[src/rtl/matrix_elementwise_unit.sv]
// Sequential element-wise matrix unit: add, subtract or scalar-multiply one element per clock,
// with wrap/saturate arithmetic, a sticky overflow flag and a start/busy/done handshake.
module matrix_elementwise_unit #(
    parameter int ELEM_W  = 8,
    parameter int MAX_DIM = 5,
    parameter int DIM_W   = 3
) (
    input  logic                                    clk,
    input  logic                                    reset,
    input  logic                                    start,
    input  logic [1:0]                              op,
    input  logic [DIM_W-1:0]                        m,
    input  logic [DIM_W-1:0]                        n,
    input  logic [ELEM_W-1:0]                       scalar,
    input  logic                                    saturate,
    input  logic [2*MAX_DIM*MAX_DIM*ELEM_W-1:0]     matrices_in,
    output logic [MAX_DIM*MAX_DIM*ELEM_W-1:0]       matrices_out,
    output logic                                    busy,
    output logic                                    done,
    output logic                                    valid,
    output logic                                    error,
    output logic                                    overflow
);

    localparam int NUM   = MAX_DIM * MAX_DIM;
    localparam int HALF  = NUM * ELEM_W;
    localparam int IDX_W = $clog2(NUM + 1);
    localparam int PW    = 2 * ELEM_W;

    localparam logic [DIM_W-1:0]     MAX_DIM_V = DIM_W'(MAX_DIM);
    localparam logic signed [PW-1:0] MAX_V     = PW'((2 ** (ELEM_W - 1)) - 1);
    localparam logic signed [PW-1:0] MIN_V     = ~MAX_V;

    localparam logic [1:0] OP_ADD = 2'b00;
    localparam logic [1:0] OP_SUB = 2'b01;
    localparam logic [1:0] OP_MUL = 2'b10;

    typedef enum logic [1:0] {
        IDLE = 2'd0,
        RUN  = 2'd1,
        DONE = 2'd2
    } state_t;

    state_t              state_reg;
    logic [1:0]          op_reg;
    logic [DIM_W-1:0]    m_reg;
    logic [DIM_W-1:0]    n_reg;
    logic [DIM_W-1:0]    i_reg;
    logic [DIM_W-1:0]    j_reg;
    logic [ELEM_W-1:0]   scalar_reg;
    logic                sat_reg;
    logic                busy_reg;
    logic                done_reg;
    logic                valid_reg;
    logic                error_reg;
    logic                overflow_reg;

    // Operands are captured whole at start so later input changes cannot disturb the run.
    logic [ELEM_W-1:0]   a_mem   [NUM];
    logic [ELEM_W-1:0]   b_mem   [NUM];
    logic [ELEM_W-1:0]   res_mem [NUM];

    logic                legal_req;
    logic                last_elem;
    logic [IDX_W-1:0]    idx;
    logic [ELEM_W-1:0]   a_el;
    logic [ELEM_W-1:0]   b_el;
    logic signed [PW-1:0] a_x;
    logic signed [PW-1:0] b_x;
    logic signed [PW-1:0] s_x;
    logic signed [PW-1:0] exact;
    logic [ELEM_W-1:0]   elem_res;
    logic                elem_ovf;

    assign legal_req = (m != '0) && (m <= MAX_DIM_V) &&
                       (n != '0) && (n <= MAX_DIM_V) &&
                       (op != 2'b11);

    assign last_elem = (i_reg == m_reg - DIM_W'(1)) && (j_reg == n_reg - DIM_W'(1));
    assign idx       = IDX_W'(i_reg) * IDX_W'(MAX_DIM) + IDX_W'(j_reg);
    assign a_el      = a_mem[idx];
    assign b_el      = b_mem[idx];

    // Operands are sign-extended to 2*ELEM_W so every result is exact before range checking.
    always_comb begin
        a_x   = {{ELEM_W{a_el[ELEM_W-1]}}, a_el};
        b_x   = {{ELEM_W{b_el[ELEM_W-1]}}, b_el};
        s_x   = {{ELEM_W{scalar_reg[ELEM_W-1]}}, scalar_reg};
        exact = '0;
        case (op_reg)
            OP_ADD:  exact = a_x + b_x;
            OP_SUB:  exact = a_x - b_x;
            OP_MUL:  exact = a_x * s_x;
            default: exact = '0;
        endcase

        elem_ovf = (exact > MAX_V) || (exact < MIN_V);
        elem_res = exact[ELEM_W-1:0];
        if (sat_reg && (exact > MAX_V)) begin
            elem_res = MAX_V[ELEM_W-1:0];
        end else if (sat_reg && (exact < MIN_V)) begin
            elem_res = MIN_V[ELEM_W-1:0];
        end
    end

    always_ff @(posedge clk) begin
        if (reset) begin
            state_reg    <= IDLE;
            op_reg       <= '0;
            m_reg        <= '0;
            n_reg        <= '0;
            i_reg        <= '0;
            j_reg        <= '0;
            scalar_reg   <= '0;
            sat_reg      <= 1'b0;
            busy_reg     <= 1'b0;
            done_reg     <= 1'b0;
            valid_reg    <= 1'b0;
            error_reg    <= 1'b0;
            overflow_reg <= 1'b0;
            for (int k = 0; k < NUM; k++) begin
                res_mem[k] <= '0;
            end
        end else begin
            case (state_reg)
                IDLE: begin
                    done_reg <= 1'b0;
                    if (start) begin
                        op_reg       <= op;
                        m_reg        <= m;
                        n_reg        <= n;
                        scalar_reg   <= scalar;
                        sat_reg      <= saturate;
                        i_reg        <= '0;
                        j_reg        <= '0;
                        valid_reg    <= 1'b0;
                        overflow_reg <= 1'b0;
                        for (int k = 0; k < NUM; k++) begin
                            a_mem[k]   <= matrices_in[k*ELEM_W +: ELEM_W];
                            b_mem[k]   <= matrices_in[HALF + k*ELEM_W +: ELEM_W];
                            res_mem[k] <= '0;
                        end
                        if (legal_req) begin
                            state_reg <= RUN;
                            busy_reg  <= 1'b1;
                            error_reg <= 1'b0;
                        end else begin
                            state_reg <= DONE;
                            done_reg  <= 1'b1;
                            error_reg <= 1'b1;
                        end
                    end
                end

                RUN: begin
                    res_mem[idx] <= elem_res;
                    overflow_reg <= overflow_reg | elem_ovf;
                    if (j_reg == n_reg - DIM_W'(1)) begin
                        j_reg <= '0;
                        i_reg <= i_reg + DIM_W'(1);
                    end else begin
                        j_reg <= j_reg + DIM_W'(1);
                    end
                    if (last_elem) begin
                        state_reg <= DONE;
                        busy_reg  <= 1'b0;
                        done_reg  <= 1'b1;
                        valid_reg <= 1'b1;
                    end
                end

                DONE: begin
                    done_reg  <= 1'b0;
                    state_reg <= IDLE;
                end

                default: begin
                    state_reg <= IDLE;
                    busy_reg  <= 1'b0;
                    done_reg  <= 1'b0;
                end
            endcase
        end
    end

    generate
        for (genvar gi = 0; gi < NUM; gi++) begin : g_out
            assign matrices_out[gi*ELEM_W +: ELEM_W] = res_mem[gi];
        end
    endgenerate

    assign busy     = busy_reg;
    assign done     = done_reg;
    assign valid    = valid_reg;
    assign error    = error_reg;
    assign overflow = overflow_reg;

endmodule
[config.mk]
export PLATFORM = sky130hd
export DESIGN_NAME = matrix_elementwise_unit
export DESIGN_NICKNAME = d
export VERILOG_FILES = /design/src/rtl/matrix_elementwise_unit.sv
export SDC_FILE = /design/constraint.sdc
export NUM_CORES = 1
export LEC_CHECK = 0
export CORE_UTILIZATION = 30
export CTS_BUF_LIST = sky130_fd_sc_hd__clkbuf_8
export DETAILED_ROUTE_END_ITERATION = 7
export PLACE_DENSITY_LB_ADDON = 0.15
export SYNTH_ARGS = -nofsm -noshare
export SYNTH_HDL_FRONTEND = slang
export SYNTH_SLANG_ARGS = --single-unit
[constraint.sdc]
create_clock -name clk -period 53.8 [get_ports clk]
set_input_delay 16.14 -clock clk [delete_from_list [all_inputs] [get_ports clk]]
set_output_delay 16.14 -clock clk [all_outputs]
set_load 0.03 [all_outputs]
* After elaboration in Yosys (flattened, before gate mapping)
Memories as Yosys holds them, arrays and structs flattened.
Index checks and enable logic that the tools add are counted.
** Cells by class
- $mul :: 2
- Add/subtract/negate cells :: 7
- Reduce and logical (&&, ||, !) cells :: 20
- Bitwise logic cells :: 27
- Magnitude comparators :: 4
- Muxes and demuxes :: 60
- Eq/ne operators :: 11
** Operators with widths (count)
- $mux 8 :: 28
- $pmux 16 s3 :: 1
- $or 1x1->1 :: 26
- $mux 1 :: 17
- $gt 16x8->1 const B :: 1
- $lt 16x8->1 const B :: 1
- $mul 8x8->16 :: 1
- $pmux 3 s2 :: 2
- $ne 2x2->1 const B :: 5
- $add 8x8->9 :: 1
- $mux 3 :: 3
- $sub 8x8->9 :: 1
- $reduce_or 8->1 :: 1
- $logic_and 1x1->1 :: 7
- $add 3x1->3 const B :: 2
- $eq 3x3->1 :: 2
- $le 3x3->1 const B :: 2
- $mux 2 :: 3
- $pmux 1 s2 :: 3
- $reduce_and 2->1 :: 3
- $reduce_and 3->1 :: 2
- $reduce_bool 3->1 :: 2
- $sub 3x1->3 const B :: 2
- $add 5x3->5 :: 1
- 11 further kinds :: 14
** Word-level totals
- Logic and storage cells :: 147
- Memories :: 3
- Register bits :: 30
- Input bits :: 420
- Bits in writable memories :: 600
** Memories
- a_mem :: words 25, width 8, read ports 1, clocked after memory_dff 0, wr ports 25, line 59 : logic [ELEM_W-1:0] a_mem [NUM];
- b_mem :: words 25, width 8, read ports 1, clocked after memory_dff 0, wr ports 25, line 60 : logic [ELEM_W-1:0] b_mem [NUM];
- res_mem :: words 25, width 8, read ports 25, clocked after memory_dff 0, wr ports 25, line 61 : logic [ELEM_W-1:0] res_mem [NUM];

* Depth between registers and ports, before layout
An unclocked memory read counts as a cell.
- Depth in word-level cells :: 10
- Depth in mapped cells :: 30

* Least setup slack after synthesis
OpenSTA, ideal clock, no wires.
- Kind :: input-to-reg
- From :: input port start
- To :: memory a_mem[0][0], enable pin
- Stages on the path :: 3
- Slack :: 19.667 ns
- Data required time :: 52.627 ns
- Arrival time :: 32.960 ns
- Cells stage by stage :: nand2_1 -> clkbuf_1 -> nor2_1
** RTL lines
- from (decl) :: line 10 : input logic start,
- to (decl) :: line 59

==> results.sh <==
export IMPL_tightest_slew_ns=1.43
export IMPL_holdWs_ns=0.458
export IMPL_status="finished, final reports clean"
export IMPL_slew_viol_final=0
export IMPL_yosys_warnings=0
export IMPL_nets=2959
export IMPL_crit_path_cell_trace="clkdlybuf4s50_1 > nand2_1 > nor2_4 > buf_12 > buf_12"
export IMPL_syn_nets=2309
export IMPL_portBuffers=624
export IMPL_slowest_delay_ns=0.60
export IMPL_setup_viol=0
export IMPL_nFillCells=8824
export IMPL_period_share_pct=35.6
export IMPL_overflow=0
export IMPL_hold_depth=2
export IMPL_detail_route_antenna_nets=0
export IMPL_htreeDepth=3
export IMPL_postLayoutCoreUtil_pct=40.5
export IMPL_gp_congestion=0.811
export IMPL_grt_pass1_wl_mm=128
export IMPL_final_cells=3789
export IMPL_total_power_mw=1.20
export IMPL_crit_path_frequent_cell="buf_12"
export IMPL_synth_cell_types=68
export IMPL_netlist_instances=1774
export IMPL_finalClockSkew_ns=0.0601
export IMPL_tns_ns=0
export IMPL_drtIter0Drc=1207
export IMPL_final_hold_viol_count=0
export IMPL_synth_edf_count=600
export IMPL_critPathSlowestCell="buf_12"
export IMPL_drtPass1Iterations=5
export IMPL_cts_resized_gates=0
export IMPL_synth_seq_cells=630
export IMPL_multi_input_area_mm2=0.00957
export IMPL_placed_cell_area_mm2=0.0366
export IMPL_drt_total_wl_mm=88.8
export IMPL_postCtsSetupBuffers=0
export IMPL_critPathRequiredTime_ns=54.14
export IMPL_crit_buf_inv=3
export IMPL_num_vias=18100
export IMPL_synth_ff_type="edfxtp_1"
export IMPL_holdCritStartpoint="m_reg[1]"
export IMPL_ir_drop_mv=0.0268
export IMPL_grt_start_max_net_pins=204
export IMPL_die_area_mm2=0.0981
export IMPL_reg2reg_slack_ns=43.09
export IMPL_drc_errors=0
export IMPL_pin_count=625
export IMPL_clock_sinks=630
export IMPL_clk_pin_slew_worst_paths_ns=0.05
export IMPL_worst_r2r_endpoint="res_mem[16][6]"
export IMPL_wl_per_cell_um=23.4
export IMPL_viasPerCell=4.78
export IMPL_stdcell_area_mm2=0.0386
export IMPL_hold_class="reg -> reg"
export IMPL_clock_latency_ns=0.77
export IMPL_min_to="m_reg[1]"
export IMPL_maxClockFrequency_ghz=0.0523
export IMPL_holdBufCountCts=0
export IMPL_numCtsBuffers=108
export IMPL_cts_root_buffer="clkbuf_8"
export IMPL_slew_headroom_pct=4.68
export IMPL_end_kind="flip-flop"
export IMPL_start_util_pct=30.4
export IMPL_cp_arrival_ns=19.47
export IMPL_clk_path_buf_depth=3
export IMPL_worstRegToRegCells=25
export IMPL_critical_path_max_fanout=203
export IMPL_rows=113
export IMPL_crit_family="buffers and inverters"
export IMPL_drive_gt1_share_pct=17.0
export IMPL_dp_slack_ns=34.22
export IMPL_fin_ws_ns=34.67
export IMPL_rsz0062_at_grt="false"
export IMPL_r2r_start="i_reg[0]"
export IMPL_p_per_area_mw_per_mm2=31.1
export IMPL_ys_seq_area_share_pct=64.1
export IMPL_synth_area_mm2=0.0290
export IMPL_synthArstFlopShare_pct=0
export IMPL_core_mm2=0.0954
export IMPL_dp_cells=3579
export IMPL_drv_cap=0
export IMPL_track_usage_pct=17.9
export IMPL_dieHeight_um=313
export IMPL_cts_tree="built"
export IMPL_start_kind="primary input"
export IMPL_power_leakage_nw=13.3
export IMPL_critical_path_class="in -> reg"
export IMPL_synth_avg_cell_area_um2=16.4
export IMPL_biggestRegsByFlops="a_mem (200), b_mem (200), res_mem (200)"
export IMPL_grt_pass1_vias=19500
export IMPL_antenna_found_initial=39
export IMPL_die_w_um=313
export IMPL_seq_area_mm2=0.0186
export IMPL_syn_to_final_growth_pct=33.0
export IMPL_hpwl_mm=63.2
export IMPL_finalCriticalPeriod_ns=19.13
-- synth_stat cells (4+ instances only) --
cell type / n / share of area (%)
mux4_2: 111 / 8.6
buf_6: 16 / 0.62
and2_1: 39 / 0.84
nor3_1: 16 / 0.28
buf_4: 21 / 0.54
nor2_1: 78 / 1.0
a21o_1: 13 / 0.34
a21oi_1: 48 / 0.83
nor4_1: 5 / 0.11
nand2_1: 113 / 1.5
nand4_1: 8 / 0.17
ha_1: 57 / 2.5
o21bai_1: 5 / 0.13
o21ai_1: 8 / 0.14
xor2_1: 7 / 0.21
nor2b_1: 16 / 0.34
a211oi_2: 125 / 5.4
buf_2: 27 / 0.47
fa_1: 58 / 4.0
inv_1: 99 / 1.3
dfxtp_1: 30 / 2.1
a211oi_1: 70 / 1.8
clkbuf_1: 41 / 0.53
nand2b_1: 14 / 0.30
xnor2_1: 20 / 0.60
a22oi_1: 4 / 0.10
edfxtp_1: 600 / 62
mux2i_1: 21 / 0.72
nand3_1: 13 / 0.22
buf_1: 6 / 0.078
o21ai_0: 22 / 0.38
o211ai_1: 7 / 0.18
-- area by class of cell --
cell class / count / share of cell area [%]
clock inverters: 89 / 1.13
clock buffers: 111 / 3.95
diodes: 10 / 0.0648
repair buffers: 652 / 16.8
flip-flops and latches: 630 / 48.2
multi-input cells: 932 / 24.8
well taps: 1265 / 4.10
inverters: 100 / 0.972
-- how the worst max path moves through the flow --
stage / startpoint / to / slack [ns] / cells after the start
after CTS: reset / res_mem[10][2] / 35.06 / 8
after floorplan: start / a_mem[0][0] / 19.67 / 3
after global routing: start / b_mem[24][4] / 34.74 / 5
final: start / b_mem[22][6] / 34.67 / 5
after global placement: start / b_mem[4][1] / 34.30 / 5
after detailed placement: start / b_mem[4][1] / 34.22 / 5
-- logic make-up after synthesis --
logic type	synth area share, %
AO/OA/AOI/OAI	10.6
XOR/XNOR	0.870
adder cells (fa/ha/maj)	6.45
buffers and inverters	3.55
flip-flops	64.1
multiplexers	9.37
AND/OR/NAND/NOR	5.05
-- per-layer routing --
layer | track usage [%] | up-vias | routed length, um
li1 | - | 8224 | -
met1 | 20.0 | 8959 | 33700
met4 | 6.56 | 58 | 2690
met5 | 0 | - | 388
met3 | 6.03 | 207 | 7140
met2 | 31.4 | 681 | 44900
-- tightest hold or removal path: stages (launching register included) --
cell and delay [ns]:
dfxtp_1 0.31, nand2_1 0.05, a21oi_1 0.05
-- cells in the final DEF (no fill, tap or decap), types with 4 or more instances in the layout --
master           netlist  layout
clkinv_1               0      28
a211oi_1              70      70
xor2_1                 7       6
fa_1                  58      57
ha_1                  57      55
nor4_1                 5       5
a21oi_1               48      45
clkbuf_8               0     111
nor3_1                16      16
nor2b_1               16      16
nand2_1              113     113
a22oi_1                4       4
mux4_2               111     111
edfxtp_1             600     600
o21bai_1               5       4
clkinv_2               0      15
nand4_1                8       8
nor2_1                78      76
nand2b_1              14      14
o21ai_0               22      22
o21ai_1                8       8
xnor2_1               20      19
mux2i_1               21      21
dfxtp_1               30      30
o211ai_1               7       7
diode_2                0      10
buf_4                 21      25
clkdlybuf4s50_1        0     624
inv_1                 99     136
a211oi_2             125     125
nand3_1               13      13
a21o_1                13      13
and2_1                39      39
-- power by group --
| part | switching, mW | internal, mW |
|---|---|---|
| clock | 0.200 | 0.198 |
| sequential | 0.0107 | 0.568 |
| combinational | 0.136 | 0.0872 |
| total | 0.348 | 0.853 |
(Power assumes the default switching activity.)
